<file path="config.mk">
export PLATFORM = sky130hd
export DESIGN_NAME = uart_rx_axis
export DESIGN_NICKNAME = d
export VERILOG_FILES = /design/src/rtl/uart_rx_axis.sv
export SDC_FILE = /design/constraint.sdc
export NUM_CORES = 1
export LEC_CHECK = 0
export ABC_AREA = 0
export BUFFER_PORTS_ARGS = -buffer_cell sky130_fd_sc_hd__clkbuf_2
export CELL_PAD_IN_SITES_DETAIL_PLACEMENT = 1
export CELL_PAD_IN_SITES_GLOBAL_PLACEMENT = 1
export CORE_ASPECT_RATIO = 1.25
export CORE_MARGIN = 2
export CORE_UTILIZATION = 45
export CTS_CLUSTER_SIZE = 24
export DETAILED_ROUTE_END_ITERATION = 10
export PLACE_DENSITY_LB_ADDON = 0.1
export REMOVE_ABC_BUFFERS = 1
export SYNTH_ARGS = -nofsm -noshare
export SYNTH_HDL_FRONTEND = slang
export SYNTH_SLANG_ARGS = --single-unit
</file>
<file path="constraint.sdc">
create_clock -name clk -period 3 [get_ports clk]
set_input_delay 0.45 -clock clk [delete_from_list [all_inputs] [get_ports clk]]
set_output_delay 0.45 -clock clk [all_outputs]
set_load 0.01 [all_outputs]
</file>
<file path="src/rtl/uart_rx_axis.sv">
// uart_rx_axis: oversampling 8N1-style UART receiver with a valid/ready
// byte output. The start edge is glitch-filtered, and each bit is decided
// by a 2-of-3 majority vote around the bit centre. A single holding register
// feeds the downstream consumer. Framing errors and overruns are reported
// as one-cycle pulses.
//
// Parameter constraints: OVERSAMPLE must be even and >= 8, and the derived
// prescaler DIV must be >= 1.
module uart_rx_axis #(
  parameter int CLK_FREQ_HZ = 50000000,
  parameter int BAUD        = 115200,
  parameter int OVERSAMPLE  = 16,
  parameter int DATA_BITS   = 8
) (
  input  logic                 clk,
  input  logic                 rst,
  input  logic                 clk_en,
  input  logic                 i_rx,
  output logic [DATA_BITS-1:0] o_data,
  output logic                 o_valid,
  input  logic                 i_out_ready,
  output logic                 o_frame_err,
  output logic                 o_overrun
);

  // Prescaler value rounded to the nearest integer.
  localparam int DIV = (CLK_FREQ_HZ + (BAUD * OVERSAMPLE) / 2) / (BAUD * OVERSAMPLE);

  // The vote window is centred on the middle sample of a bit.
  localparam int M  = OVERSAMPLE / 2;
  localparam int SW = $clog2(OVERSAMPLE);
  localparam int PW = (DIV > 1) ? $clog2(DIV) : 1;
  localparam int BW = (DATA_BITS > 1) ? $clog2(DATA_BITS) : 1;

  localparam logic [PW-1:0] PRESC_LAST  = PW'(DIV - 1);
  localparam logic [SW-1:0] SAMPLE_LAST = SW'(OVERSAMPLE - 1);
  localparam logic [SW-1:0] VOTE_A      = SW'(M - 1);
  localparam logic [SW-1:0] VOTE_B      = SW'(M);
  localparam logic [SW-1:0] VOTE_C      = SW'(M + 1);
  localparam logic [BW-1:0] BIT_LAST    = BW'(DATA_BITS - 1);

  typedef enum logic [2:0] {
    S_WAIT_IDLE = 3'd0,
    S_IDLE      = 3'd1,
    S_START     = 3'd2,
    S_DATA      = 3'd3,
    S_STOP      = 3'd4
  } state_t;

  state_t               r_state;
  logic                 r_sync1;
  logic                 r_sync2;
  logic [PW-1:0]        r_presc;
  logic [SW-1:0]        r_sample_cnt;
  logic [BW-1:0]        r_bit_cnt;
  logic [DATA_BITS-1:0] r_shift;
  logic [1:0]           r_votes;
  logic [DATA_BITS-1:0] r_data;
  logic                 r_valid;
  logic                 r_frame_err;
  logic                 r_overrun;

  logic                 w_rx;
  logic                 w_tick;
  logic                 w_wrap;
  logic                 w_vote_tick;
  logic                 w_vote;
  logic                 w_start_edge;
  logic                 w_deliver;
  logic                 w_stop_bad;
  logic                 w_handshake;
  logic [DATA_BITS-1:0] w_shift_next;

  // Every decision uses the synchronised line, never the raw pin.
  assign w_rx = r_sync2;

  // One tick per prescaler period; one wrap per bit period.
  assign w_tick      = (r_presc == PRESC_LAST);
  assign w_wrap      = w_tick && (r_sample_cnt == SAMPLE_LAST);
  assign w_vote_tick = w_tick && (r_sample_cnt == VOTE_C);

  // 2-of-3 majority vote. The third sample is the live value at the vote tick.
  assign w_vote = (r_votes[0] & r_votes[1]) |
                  (r_votes[0] & w_rx)       |
                  (r_votes[1] & w_rx);

  // A low line seen in IDLE is the candidate start edge.
  assign w_start_edge = (r_state == S_IDLE) && !w_rx;

  // Stop-bit outcomes. Both are evaluated only at the stop vote.
  assign w_deliver  = (r_state == S_STOP) && w_vote_tick && w_vote;
  assign w_stop_bad = (r_state == S_STOP) && w_vote_tick && !w_vote;

  assign w_handshake = r_valid && i_out_ready;

  // The next value of the LSB-first shift register. The voted bit enters at
  // the MSB and everything else moves one place toward the LSB.
  for (genvar gi = 0; gi < DATA_BITS; gi++) begin : g_shift
    if (gi == DATA_BITS - 1) begin : g_msb
      assign w_shift_next[gi] = w_vote;
    end else begin : g_lower
      assign w_shift_next[gi] = r_shift[gi + 1];
    end
  end

  // Two-flop synchroniser for the asynchronous line. It resets to the idle level.
  always_ff @(posedge clk) begin
    if (!rst) begin
      r_sync1 <= 1'b1;
      r_sync2 <= 1'b1;
    end else if (clk_en) begin
      r_sync1 <= i_rx;
      r_sync2 <= r_sync1;
    end
  end

  // Oversampling prescaler. It restarts at the start edge so that sample
  // phases line up with the detected edge.
  always_ff @(posedge clk) begin
    if (!rst) begin
      r_presc <= '0;
    end else if (clk_en) begin
      if (w_start_edge || w_tick) begin
        r_presc <= '0;
      end else begin
        r_presc <= r_presc + PW'(1);
      end
    end
  end

  // Receive FSM: frame tracking, vote sampling and data shifting.
  always_ff @(posedge clk) begin
    if (!rst) begin
      r_state      <= S_WAIT_IDLE;
      r_sample_cnt <= '0;
      r_bit_cnt    <= '0;
      r_shift      <= '0;
      r_votes      <= '0;
    end else if (clk_en) begin
      // The sample counter free-runs on ticks. A state change below
      // overrides this and clears it.
      if (w_tick) begin
        r_sample_cnt <= w_wrap ? '0 : (r_sample_cnt + SW'(1));
        if (r_sample_cnt == VOTE_A) begin
          r_votes[0] <= w_rx;
        end
        if (r_sample_cnt == VOTE_B) begin
          r_votes[1] <= w_rx;
        end
      end

      unique case (r_state)
        // Leave only when the line is at its idle level. Otherwise a
        // break or mid-frame reset would look like a start bit.
        S_WAIT_IDLE: begin
          if (w_rx) begin
            r_state      <= S_IDLE;
            r_sample_cnt <= '0;
          end
        end

        S_IDLE: begin
          if (!w_rx) begin
            r_state      <= S_START;
            r_sample_cnt <= '0;
          end
        end

        // A start bit that votes high at its centre was a glitch.
        S_START: begin
          if (w_vote_tick && w_vote) begin
            r_state      <= S_IDLE;
            r_sample_cnt <= '0;
          end else if (w_wrap) begin
            r_state      <= S_DATA;
            r_sample_cnt <= '0;
            r_bit_cnt    <= '0;
          end
        end

        S_DATA: begin
          if (w_vote_tick) begin
            r_shift <= w_shift_next;
          end
          if (w_wrap) begin
            r_sample_cnt <= '0;
            if (r_bit_cnt == BIT_LAST) begin
              r_state <= S_STOP;
            end else begin
              r_bit_cnt <= r_bit_cnt + BW'(1);
            end
          end
        end

        // Return to IDLE at the stop-bit centre rather than its end. This
        // gives the next start edge half a bit of slack.
        S_STOP: begin
          if (w_vote_tick) begin
            r_state      <= w_vote ? S_IDLE : S_WAIT_IDLE;
            r_sample_cnt <= '0;
          end
        end

        default: begin
          r_state      <= S_WAIT_IDLE;
          r_sample_cnt <= '0;
        end
      endcase
    end
  end

  // Output holding register with valid/ready handshake and error pulses.
  always_ff @(posedge clk) begin
    if (!rst) begin
      r_data      <= '0;
      r_valid     <= 1'b0;
      r_frame_err <= 1'b0;
      r_overrun   <= 1'b0;
    end else if (clk_en) begin
      r_frame_err <= w_stop_bad;
      r_overrun   <= 1'b0;
      if (w_deliver) begin
        if (!r_valid || w_handshake) begin
          // A load in the same cycle as a handshake keeps valid high.
          r_data  <= r_shift;
          r_valid <= 1'b1;
        end else begin
          // The consumer is stalled. Keep the old byte and drop the new one.
          r_overrun <= 1'b1;
        end
      end else if (w_handshake) begin
        r_valid <= 1'b0;
      end
    end
  end

  assign o_data      = r_data;
  assign o_valid     = r_valid;
  assign o_frame_err = r_frame_err;
  assign o_overrun   = r_overrun;

endmodule

</file>
[Word level (Yosys, flattened, before mapping)]
Cells that the tools add are included.
Word-level totals
  bits of input ports: 5
  output and inout bits: 11
  logic and storage cells: 92
  register bits: 38
Operators by class
  multiplexer cells: 28
  reduce and logical (&&, ||, !) cells: 23
  eq/ne operators: 20
  $add $sub $neg: 3
  bitwise gates (word level): 5
Operators with widths (count)
  $mux 3: 11
  $mux 4: 7
  $pmux 4 s5: 1
  $ne 2x2->1 const B: 8
  $pmux 3 s5: 1
  $reduce_and 3->1: 5
  $eq 4x4->1 const B: 3
  $logic_and 1x1->1: 8
  $reduce_and 7->1: 1
  $eq 3x2->1 const B: 2
  $eq 3x3->1 const B: 2
  $mux 1: 6
  $pmux 3 s2: 1
  $reduce_and 6->1: 1
  $add 5x1->5 const B: 1
  $eq 5x5->1 const B: 1
  $mux 5: 1
  $add 4x1->4 const B: 1
  $eq 4x3->1 const B: 1
  $reduce_bool 2->1: 2
  $add 3x1->3 const B: 1
  $and 1x1->1: 3
  $eq 3x1->1 const B: 1
  $logic_not 1->1: 3
  other kinds (5): 7

[Longest topological paths before layout]
  depth in word-level cells: 7
  mapped depth: 9
  mapped depth without buffers: 7

[Worst setup path after synthesis]
Ideal clock, no wire load.
  path type: register to register
  from: register r_presc[0]
  to: register r_bit_cnt[0]
  cell stages (with the launch flop): 9
  library setup time: 69 ps
  slack: 1072 ps
  data arrival time: 1859 ps
  data required time: 2931 ps
  cell sequence: dfxtp_1 inv_1 ha_1 and4b_1 buf_4 and4_4 a2111oi_4 or3b_1 o21ai_1
On the way
  word-level cells in the longest chain between the ends: 5
  elaborated cells on any way between the ends: 8
  classes of those cells: eq/ne: 4; reduce/logical: 4
RTL lines
  start, declared: line 53  | logic [PW-1:0] r_presc;
  start signal, assigned: line 126  | r_presc <= r_presc + PW'(1);
  $eq 5x5->1 (*): line 78  | assign w_tick = (r_presc == PRESC_LAST);
  $logic_and 1x1->1: line 80  | assign w_vote_tick = w_tick && (r_sample_cnt == VOTE_C);
  $logic_and 1x1->1: line 171  | if (w_vote_tick && w_vote) begin
  $ne 2x2->1 (no line)
  $reduce_and 6->1 (no line) (*)
  end signal, assigned: line 190  | r_bit_cnt <= r_bit_cnt + BW'(1);
  end, declared: line 55  | logic [BW-1:0] r_bit_cnt;
Every way passes the cells marked *; elsewhere a longest branch is shown, timed or not.
A chain may end at the register's enable or synchronous reset.

[Worst setup path in the final report]
  from: register r_presc[0]
  to: register r_state[2]
On the way
  word-level cells in the longest chain between the ends: 5
  elaborated cells on any way between the ends: 10
  classes of those cells: eq/ne: 4; mux: 2; reduce/logical: 4
RTL lines
  $eq 5x5->1 (*): line 78
  $logic_and 1x1->1: line 80
  $logic_and 1x1->1: line 171
  $ne 3x3->1 (no line) / $mux 3 (equally long branches)
  $reduce_and 7->1 (no line) / $pmux 3 s5 (equally long branches)
  end signal, assigned: line 199  | r_state <= w_vote ? S_IDLE : S_WAIT_IDLE;
  end, declared: line 50  | state_t r_state;
Marks and branches as above.

==> impl_metrics.tcl <==
set metrics [dict create \
    outcome "finished clean" \
    end_kind "register" \
    syn_avg_cell_area_um2 8.75 \
    routed_via_density 5.38 \
    hold_path_depth 3 \
    clockBufferDepth 2 \
    dieWidth_um 63.9 \
    io-pin-count 16 \
    synth-edff-count 0 \
    synthDistinctLibCells 44 \
    worst_path_max_delay_cell "and4b_1" \
    cts_tree "built" \
    path_cells "inv_1 -> ha_1 -> and4b_1 -> a22oi_1 -> a2111oi_2 -> o2111ai_1 -> mux2i_1" \
    leakagePower_nw 0.807 \
    clock_latency_ns 0.29 \
    post_drt_wl_per_cell_um 15.2 \
    cp.required_ns 3.17 \
    rr_endpoint "r_state[2]" \
    cts_made_buffers 5 \
    numPortBuffers 15 \
    setup_viol 0 \
    fp.coreArea_mm2 0.00436 \
    finalMaxSlewViolations 0 \
    synth_cells 231 \
    ys_ff_latch 38 \
    critPathMaxStageDelay_ns 0.54 \
    rows 27 \
    hold_path.startpoint "i_rx" \
    die_h_um 78.9 \
    area_delta_synth_final_pct 10.6 \
    cts.clk_slew.worst_paths_ns 0.08 \
    worstMarginPinSlew_ns 0.710 \
    cts_resized 0 \
    cp-start-kind "register" \
    first_global_vias 1743 \
    r2r_slack_ns 0.63 \
    fin_util_pct 51.3 \
    drc 0 \
    crit_start "r_presc[0]" \
    worstPathArrival_ns 2.53 \
    antenna_found_initial 0 \
    firstDrtPassIters 4 \
    holdBufCountCts 0 \
    cap_violations 0 \
    crit_type "reg2reg" \
    fin_crit_ns 2.37 \
    gr-usage-met2_pct 37.3 \
    die_area_mm2 0.00505 \
    finClkSkew_ns 0.00427 \
    track_usage_pct 20.1 \
    crit_fanout 15 \
    finalCritPeriodShare_pct 78.8 \
    hp-class "in2reg" \
    gp_congestion 0.873 \
    yosysWarningCount 0 \
    timing.slew.headroom_pct 52.3 \
    grt_start_max_net_pins 34 \
    drive_above_1_share_pct 15.4 \
    r2r_start "r_presc[0]" \
    synth-main-ff-cell "dfxtp_1" \
    timing.fmax_mhz 423 \
    hold_viol 0 \
    met3_usage_pct 3.40 \
    whs_endpoint "r_sync1" \
    num_antenna_cells 0 \
    grt.overflow.total 0 \
    layout_common_cells "38 x dfxtp_1, 35 x nand2_1, 19 x o21ai_0, 18 x nor2b_1, 17 x mux2i_1" \
    grt_pass1_wl_mm 8.02 \
    cts_root_buffer "clkbuf_8" \
    p_per_area_mw_per_mm2 562 \
    ys_seq_area_share_pct 37.6 \
    rsz0062_at_grt "false" \
    fill_cells 503 \
    postSynth.asyncResetShare_pct 0 \
    synth_area_mm2 0.00202 \
    busiest_layer "met2" \
    grtUsageMet1_pct 22.7 \
    drt-total-wl_mm 4.54 \
    drt_iter0_markers 56 \
    rr_worst_depth 7 \
    final_common_cell "dfxtp_1" \
    cts.sinks 38 \
    ir_drop_mv 0.285 \
    cts_setup_buffers 0 \
    htree_levels 2 \
    setup-tns-final_ns 0 \
    ant_nets 0 \
    hpwl_mm 3.29 \
    start_util_pct 46.4 \
    fin_nets 251 \
    via_count 1602 \
]
[synthesized netlist by cell type, drive strengths merged (7+ instances only)]
master,count,area (um2)
nor3,9,56.3
buf,7,43.8
nor2,9,33.8
dfxtp,38,761
o21ai,20,100
nor2b,18,113
ha,7,87.6
nand3,15,87.6
clkbuf,8,40.0
mux2i,17,170
nand2,35,131
[per-stage QoR]
stage / power, W / instances / setup slack (ns) / hold WS (ns) / cell area, um2
2_1_floorplan: 0.000666 / 216 / 0.961 / 0.440 / 1940
3_3_place_gp: 0.000708 / 290 / 0.741 / 0.445 / 2090
3_5_place_dp: 0.000720 / 290 / 0.610 / 0.459 / 2090
4_1_cts: 0.00127 / 298 / 0.606 / 0.383 / 2230
5_1_grt: 0.00130 / 298 / 0.405 / 0.406 / 2230
6_report: 0.00126 / 298 / 0.635 / 0.389 / 2230
[area by class of cell]
cell class | instances | area, um2 | area share [%]
Multi-Input combinational cell | 173 | 1160 | 51.8
Sequential cell | 38 | 761 | 34.0
Clock buffer | 6 | 82.6 | 3.70
Timing Repair Buffer | 16 | 82.6 | 3.70
Tap cell | 58 | 72.6 | 3.25
Clock inverter | 2 | 60.1 | 2.69
Inverter | 5 | 18.8 | 0.840
[worst max-delay path, delay by kind of cell (launching register included)]
| family | cells | cell delay, ns |
|---|---|---|
| AOI/OAI and AO/OA | 3 | 0.93 |
| and+or+nand+nor | 1 | 0.54 |
| DFF | 1 | 0.35 |
| muxes | 1 | 0.21 |
| adders and majority gates | 1 | 0.13 |
| buffers and inverters | 1 | 0.07 |
[metal layers]
layer	vias up	wire length, um
li1	816	-
met1	763	1950
met2	18	2450
met3	5	94
met4	0	57
met5	-	0
[power breakdown]
| group | total [W] | leakage, nW | internal [W] | switching, W |
|---|---|---|---|---|
| Sequential | 0.000553 | 0.307 | 0.000517 | 0.0000356 |
| Combinational | 0.000157 | 0.429 | 0.0000672 | 0.0000893 |
| Clock | 0.000546 | 0.0714 | 0.000355 | 0.000192 |
[how the worst max path moves through the flow]
| stage | to | cells after the start |
|---|---|---|
| 2_1_floorplan | r_bit_cnt[0] | 7 |
| 3_5_place_dp | r_state[2] | 7 |
| 3_3_place_gp | o_data[2] | 6 |
| 5_1_grt | r_state[2] | 7 |
| 4_1_cts | r_state[2] | 7 |
| 6_report | r_state[2] | 7 |
[sequential cells by signal, summed over array words and instances, names as in the netlist]
register / cells
r_sample_cnt: 4
r_shift: 8
r_votes: 2
r_bit_cnt: 3
r_sync1: 1
r_sync2: 1
o_data: 8
o_valid: 1
o_overrun: 1
r_state: 3
o_frame_err: 1
r_presc: 5
[logic make-up (layout without fill, tap and decap cells)]
kind of cell             after synthesis  count (layout)  share of synthesized area (%)
AO/OA/AOI/OAI                         38              38                           12.9
XOR/XNOR                               5               5                           2.17
adder cells (fa/ha/maj)                8               8                           4.89
buffers and inverters                 20              29                           5.08
flip-flops                            38              38                           37.6
multiplexers                          17              17                           8.42
AND/OR/NAND/NOR                      105             105                           28.9
(Power assumes the default switching activity.)
